File: config.mk
export PLATFORM = sky130hd
export DESIGN_NAME = mode_dispatch_unit
export DESIGN_NICKNAME = d
export VERILOG_FILES = /design/src/rtl/mode_dispatch_unit.sv
export SDC_FILE = /design/constraint.sdc
export NUM_CORES = 1
export LEC_CHECK = 0
export ABC_AREA = 1
export CAP_MARGIN = 10
export CELL_PAD_IN_SITES_DETAIL_PLACEMENT = 2
export CELL_PAD_IN_SITES_GLOBAL_PLACEMENT = 2
export CORE_ASPECT_RATIO = 1.5
export CORE_MARGIN = 2
export CORE_UTILIZATION = 36
export DETAILED_ROUTE_END_ITERATION = 8
export PLACE_DENSITY = 0.82
export SLEW_MARGIN = 20
export SYNTH_ARGS = -nofsm -noshare
export SYNTH_HDL_FRONTEND = slang
export SYNTH_SLANG_ARGS = --single-unit
File: constraint.sdc
create_clock -name clk -period 4.85 [get_ports clk]
set_clock_uncertainty 0.15 [all_clocks]
set_input_delay 1.2125 -clock clk [delete_from_list [all_inputs] [get_ports clk]]
set_output_delay 1.2125 -clock clk [all_outputs]
set_load 0.02 [all_outputs]
File: src/rtl/mode_dispatch_unit.sv
// ============================================================================
//  mode_dispatch_unit
//  In-order dispatch FIFO that steers decoded instructions to the scalar port
//  (one beat) or the vector port (LANES element beats). Optional mode checker
//  is built when MODE_CHECK_EN is defined.
//  Revision: 1.0
// ============================================================================
`default_nettype none

module mode_dispatch_unit #(
  parameter int DEPTH   = 4,
  parameter int LANES   = 4,
  parameter int INSTR_W = 32
) (
  input  logic                     clk,
  input  logic                     rst,
  input  logic                     inValid,
  output logic                     inReady,
  input  logic [INSTR_W-1:0]       inInstr,
  input  logic [1:0]               inOpType,
  input  logic [3:0]               inOpCode,
  input  logic                     inModeSel,
  output logic                     sValid,
  input  logic                     sReady,
  output logic [INSTR_W-1:0]       sInstr,
  output logic                     vValid,
  input  logic                     vReady,
  output logic [INSTR_W-1:0]       vInstr,
  output logic [$clog2(LANES)-1:0] vElem,
  output logic                     vLast,
  output logic [$clog2(DEPTH):0]   count,
  output logic                     modeErr
);

  localparam int c_addrW = $clog2(DEPTH);
  localparam int c_elemW = $clog2(LANES);
  localparam int c_cntW  = c_addrW + 1;
  localparam logic [c_elemW-1:0] c_lastElem = c_elemW'(LANES - 1);

  typedef enum logic [1:0] {
    IDLE   = 2'd0,
    SCALAR = 2'd1,
    VECTOR = 2'd2
  } state_t;

  state_t               r_state;
  logic [INSTR_W-1:0]   r_memInstr [DEPTH];
  logic                 r_memMode  [DEPTH];
  logic [c_addrW-1:0]   r_rdPtr;
  logic [c_addrW-1:0]   r_wrPtr;
  logic [c_cntW-1:0]    r_count;
  logic [c_elemW-1:0]   r_vElem;
  logic [INSTR_W-1:0]   r_sInstr;
  logic [INSTR_W-1:0]   r_vInstr;
  logic                 r_vLast;

  logic                 w_push;
  logic                 w_sFire;
  logic                 w_vFire;
  logic                 w_pop;
  logic [c_cntW-1:0]    w_remain;
  logic [c_cntW-1:0]    w_nextCount;
  logic [c_addrW-1:0]   w_nextRd;
  logic [INSTR_W-1:0]   w_headInstr;
  logic                 w_headMode;
  logic [c_elemW-1:0]   w_nextElem;

  assign inReady = (r_count < c_cntW'(DEPTH));
  assign count   = r_count;
  assign sValid  = (r_state == SCALAR);
  assign vValid  = (r_state == VECTOR);
  assign sInstr  = r_sInstr;
  assign vInstr  = r_vInstr;
  assign vElem   = r_vElem;
  assign vLast   = r_vLast;

  // Next head is resolved from the post-pop/post-push FIFO; when nothing
  // survives the pop, the only possible head is the entry being written now.
  always_comb begin
    w_push      = inValid && inReady;
    w_sFire     = sValid && sReady;
    w_vFire     = vValid && vReady;
    w_pop       = w_sFire || (w_vFire && (r_vElem == c_lastElem));
    w_remain    = r_count - c_cntW'(w_pop);
    w_nextCount = w_remain + c_cntW'(w_push);
    w_nextRd    = r_rdPtr + c_addrW'(w_pop);
    w_headInstr = r_memInstr[w_nextRd];
    w_headMode  = r_memMode[w_nextRd];
    if (w_remain == '0) begin
      w_headInstr = inInstr;
      w_headMode  = inModeSel;
    end
    w_nextElem  = w_vFire ? (r_vElem + c_elemW'(1)) : r_vElem;
  end

  always_ff @(posedge clk) begin
    if (w_push) begin
      r_memInstr[r_wrPtr] <= inInstr;
      r_memMode[r_wrPtr]  <= inModeSel;
    end
  end

  always_ff @(posedge clk) begin
    if (rst) begin
      r_state  <= IDLE;
      r_rdPtr  <= '0;
      r_wrPtr  <= '0;
      r_count  <= '0;
      r_vElem  <= '0;
      r_sInstr <= '0;
      r_vInstr <= '0;
      r_vLast  <= 1'b0;
    end else begin
      if (w_push) begin
        r_wrPtr <= r_wrPtr + c_addrW'(1);
      end
      r_rdPtr <= w_nextRd;
      r_count <= w_nextCount;
      r_vElem <= w_nextElem;
      if (w_nextCount == '0) begin
        r_state <= IDLE;
        r_vLast <= 1'b0;
      end else if (!w_headMode) begin
        r_state  <= SCALAR;
        r_sInstr <= w_headInstr;
        r_vLast  <= 1'b0;
      end else begin
        r_state  <= VECTOR;
        r_vInstr <= w_headInstr;
        r_vLast  <= (w_nextElem == c_lastElem);
      end
    end
  end

`ifdef MODE_CHECK_EN
  logic w_expMode;
  logic r_modeErr;

  always_comb begin
    w_expMode = 1'b0;
    if (!inOpType[1]) begin
      w_expMode = (inOpCode >= 4'd10);
    end else if (!inOpType[0]) begin
      w_expMode = (inOpCode >= 4'd2);
    end
  end

  always_ff @(posedge clk) begin
    if (rst) begin
      r_modeErr <= 1'b0;
    end else if (w_push && (w_expMode != inModeSel)) begin
      r_modeErr <= 1'b1;
    end
  end

  assign modeErr = r_modeErr;
`else
  // Checker absent: the op fields only feed a constant-zero reduction.
  assign modeErr = &{1'b0, inOpType, inOpCode};
`endif

endmodule

`default_nettype wire
==> impl_metrics.prom <==
# TYPE chip_impl_metric gauge
chip_impl_metric{name="areaGrowthSynthToFinish",unit="%"} 24.4
chip_impl_metric{name="place_inst",unit=""} 1357
chip_impl_metric{name="core_area",unit="um2"} 23700
chip_impl_metric{name="floorplan.rows",unit=""} 69
chip_impl_metric{name="setup_viol",unit=""} 0
chip_impl_info{name="min_path_type",value="flop to flop"} 1
chip_impl_metric{name="syn-cell-area",unit="um2"} 8620
chip_impl_metric{name="overall_overflow_remaining_after_global_route",unit=""} 0
chip_impl_metric{name="layout-drive-gt1-share",unit="%"} 6.13
chip_impl_metric{name="clock_latency",unit="ps"} 500
chip_impl_metric{name="synth-seq-cells",unit=""} 208
chip_impl_metric{name="timing.fmax",unit="MHz"} 250
chip_impl_metric{name="static-leakage-power",unit="nW"} 4.53
chip_impl_metric{name="timing.final.crit_share",unit="%"} 82.5
chip_impl_info{name="worst-setup-path-type",value="primary input to flop"} 1
chip_impl_metric{name="cts_hold_buffers",unit=""} 0
chip_impl_metric{name="final_core_utilization",unit="%"} 45.3
chip_impl_metric{name="synth_warnings",unit=""} 0
chip_impl_metric{name="clk_transition_reported_paths",unit="ps"} 70
chip_impl_metric{name="max-vdd-ir-drop",unit="uV"} 399
chip_impl_metric{name="detailedRoute.firstPassIterationCount",unit=""} 4
chip_impl_metric{name="final_cell_area",unit="um2"} 10700
chip_impl_metric{name="timing.setup.tns",unit="ps"} 0
chip_impl_metric{name="first_global_vias",unit=""} 7581
chip_impl_metric{name="cts_max_path_buffers",unit=""} 3
chip_impl_info{name="clockRootBuffer",value="sky130_fd_sc_hd__clkbuf_16"} 1
chip_impl_metric{name="cts-buffers-inserted",unit=""} 21
chip_impl_metric{name="dieArea",unit="um2"} 25200
chip_impl_info{name="unrepaired_setup_endpoints_after_global_routing",value="false"} 1
chip_impl_metric{name="dieHeight",unit="um"} 194
chip_impl_metric{name="part_of_the_yosys_area_used_for_sequential_elements",unit="%"} 63.6
chip_impl_info{name="hold_path.startpoint",value="vInstr[1]"} 1
chip_impl_metric{name="non_filler_instances",unit=""} 1397
chip_impl_info{name="r2r_start",value="vElem[0]"} 1
chip_impl_metric{name="ioPinCount",unit=""} 118
chip_impl_metric{name="slew_headroom",unit="%"} 46.1
chip_impl_metric{name="htreeDepth",unit=""} 1
chip_impl_info{name="endpoint_kind",value="flop"} 1
chip_impl_metric{name="drv_slew",unit=""} 0
chip_impl_metric{name="hold_depth",unit=""} 4
chip_impl_metric{name="worstRegToRegCells",unit=""} 13
chip_impl_metric{name="postCtsResizedCells",unit=""} 0
chip_impl_metric{name="post_cts_buffers",unit=""} 0
chip_impl_metric{name="drc_marker_count_from_the_first_detailed_route_iteration",unit=""} 253
chip_impl_metric{name="antenna_found_initial",unit=""} 4
chip_impl_metric{name="worst-slew-pin-transition",unit="ps"} 807
chip_impl_metric{name="gp_congestion",unit=""} 0.702
chip_impl_metric{name="initial_core_util",unit="%"} 36.5
chip_impl_metric{name="synth_area_per_cell",unit="um2"} 8.99
chip_impl_metric{name="drc",unit=""} 0
chip_impl_metric{name="cp_max_fo",unit=""} 66
chip_impl_metric{name="max_cap_viol_count",unit=""} 0
chip_impl_metric{name="place.detailed.hpwl",unit="um"} 16400
chip_impl_metric{name="largest_net_degree_at_the_start_of_global_routing",unit=""} 67
chip_impl_metric{name="clock_sinks",unit=""} 208
chip_impl_metric{name="route.final.wire_length",unit="um"} 26200
chip_impl_metric{name="numPortBuffers",unit=""} 110
chip_impl_metric{name="cp_data_required_time",unit="ps"} 5090
chip_impl_metric{name="powerDensity",unit="nW/um2"} 663
chip_impl_metric{name="dr_total_vias",unit=""} 6772
chip_impl_metric{name="syn_nets",unit=""} 1013
chip_impl_metric{name="synthDistinctLibCells",unit=""} 20
chip_impl_metric{name="grt_pass1_wl",unit="um"} 40800
chip_impl_info{name="category_of_the_worst_setup_path_launch_point",value="primary input"} 1
chip_impl_info{name="tritoncts_clock_tree",value="yes"} 1
chip_impl_metric{name="timing.final.crit_period",unit="ps"} 4000
chip_impl_metric{name="drt-wirelength-per-cell",unit="um"} 18.8
chip_impl_info{name="critPathLaunch",value="vReady"} 1
chip_impl_info{name="result_of_the_run",value="finished clean"} 1
chip_impl_metric{name="synthesis.instances",unit=""} 959
chip_impl_metric{name="dieWidth",unit="um"} 130
chip_impl_metric{name="crit_arrival",unit="ps"} 4250
chip_impl_metric{name="vias_per_cell",unit=""} 4.85
chip_impl_metric{name="endpoints_failing_hold",unit=""} 0
chip_impl_metric{name="route.antenna.remaining_nets",unit=""} 0
chip_impl_metric{name="layout.nets",unit=""} 1115
chip_impl_metric{name="placed_cell_area",unit="um2"} 10000
chip_impl_metric{name="grtUsageTotal",unit="%"} 20.8
==> cells in the mapped netlist, drive strengths merged <==
| cell | number | share of area (%) |
|---|---|---|
| o21ai | 2 | 0.12 |
| inv | 91 | 4.0 |
| a32o | 1 | 0.12 |
| conb | 1 | 0.043 |
| or2 | 1 | 0.073 |
| nand3 | 101 | 6.0 |
| nor2 | 143 | 6.2 |
| a21oi | 4 | 0.23 |
| edfxtp | 132 | 46 |
| nand2 | 347 | 15 |
| ha | 10 | 1.5 |
| dfxtp | 76 | 18 |
| o21a | 1 | 0.087 |
| buf | 33 | 2.3 |
| clkbuf | 16 | 0.70 |
==> per-layer routing <==
metal	routed length (um)	part of all wire (%)	up-vias	global-route usage, %
met1	10300	39	3402	22.1
met5	13	0.050	-	0
li1	-	-	3226	-
met2	14600	56	107	41.2
met3	805	3.1	35	3.04
met4	491	1.9	2	5.59
==> report_power, final <==
| group | switching (mW) | internal (mW) |
|---|---|---|
| Combinational | 2.15 | 1.00 |
| Clock | 0.685 | 0.928 |
| Sequential | 0.134 | 2.21 |
| Total | 2.97 | 4.14 |
==> metrics by stage <==
step,worst slack [ps],total power [mW],hold WS [ps]
floorplan,1500,4.43,340
global placement,496,5.36,348
detailed placement,312,5.54,359
CTS,819,7.22,371
global route,575,7.65,398
finish,848,7.11,362
==> layout by cell type (no fill, tap or decap) <==
cell type / count
sky130_fd_sc_hd__nand2_1: 345
sky130_fd_sc_hd__nor2_1: 139
sky130_fd_sc_hd__edfxtp_1: 132
sky130_fd_sc_hd__clkdlybuf4s50_1: 110
sky130_fd_sc_hd__nand3_1: 99
sky130_fd_sc_hd__inv_1: 86
sky130_fd_sc_hd__dfxtp_1: 76
sky130_fd_sc_hd__clkbuf_16: 21
sky130_fd_sc_hd__buf_4: 18
sky130_fd_sc_hd__ha_1: 9
sky130_fd_sc_hd__inv_2: 5
sky130_fd_sc_hd__clkinv_2: 5
sky130_fd_sc_hd__clkbuf_8: 5
sky130_fd_sc_hd__nor2_4: 4
sky130_fd_sc_hd__a21oi_1: 4
sky130_fd_sc_hd__clkbuf_1: 4
sky130_fd_sc_hd__diode_2: 2
sky130_fd_sc_hd__nand2_2: 2
sky130_fd_sc_hd__o21ai_0: 2
sky130_fd_sc_hd__a32o_1: 1
sky130_fd_sc_hd__nand3_4: 1
sky130_fd_sc_hd__nand3_2: 1
sky130_fd_sc_hd__o21a_1: 1
sky130_fd_sc_hd__or2_2: 1
sky130_fd_sc_hd__ha_2: 1
sky130_fd_sc_hd__conb_1: 1
sky130_fd_sc_hd__inv_6: 1
sky130_fd_sc_hd__bufinv_16: 1
sky130_fd_sc_hd__clkinv_1: 1
==> area by class of cell <==
type | instances | area [um2]
fillers | 2635 | 12900
flip-flops and latches | 208 | 5490
inverters | 91 | 342
clock inverters | 8 | 67.6
multi-input cells | 611 | 2580
well taps | 319 | 399
clock buffers | 30 | 609
repair buffers | 128 | 1240
diodes | 2 | 5.00
==> logic make-up (layout without fill, tap and decap cells) <==
logic type      Yosys count  count (layout)  synth area share (%)
other cells               1               3                0.0435
simple gates            592             592                  27.4
buf+inv                 140             257                  6.94
flops                   208             208                  63.6
compound gates            8               8                 0.551
fa+ha+maj                10              10                  1.45
==> critical path, cell delays in order <==
cell and delay, ps:
sky130_fd_sc_hd__clkdlybuf4s50_1 430, sky130_fd_sc_hd__a32o_1 330, sky130_fd_sc_hd__ha_1 210, sky130_fd_sc_hd__ha_1 290, sky130_fd_sc_hd__inv_1 50, sky130_fd_sc_hd__ha_1 300, sky130_fd_sc_hd__nor2_1 160, sky130_fd_sc_hd__nand3_1 180
sky130_fd_sc_hd__nand3_2 110, sky130_fd_sc_hd__buf_4 620, sky130_fd_sc_hd__nand2_1 160, sky130_fd_sc_hd__nand2_1 120, sky130_fd_sc_hd__nor2_1 50
==> registers in the layout, summed over array words and instances (netlist names) <==
signal,count
count,3
r_memInstr,128
r_memMode,4
r_rdPtr,2
r_state,2
r_wrPtr,2
sInstr,32
vElem,2
vInstr,32
vLast,1
==> worst paths after layout <==
kind | end | slack (ps)
worst max-delay path | vInstr[25] | 850
worst min-delay path | vInstr[1] | 360
worst max register to register | vInstr[25] | 1460
worst min register to register | vInstr[1] | 360
(Power assumes the default switching activity.)
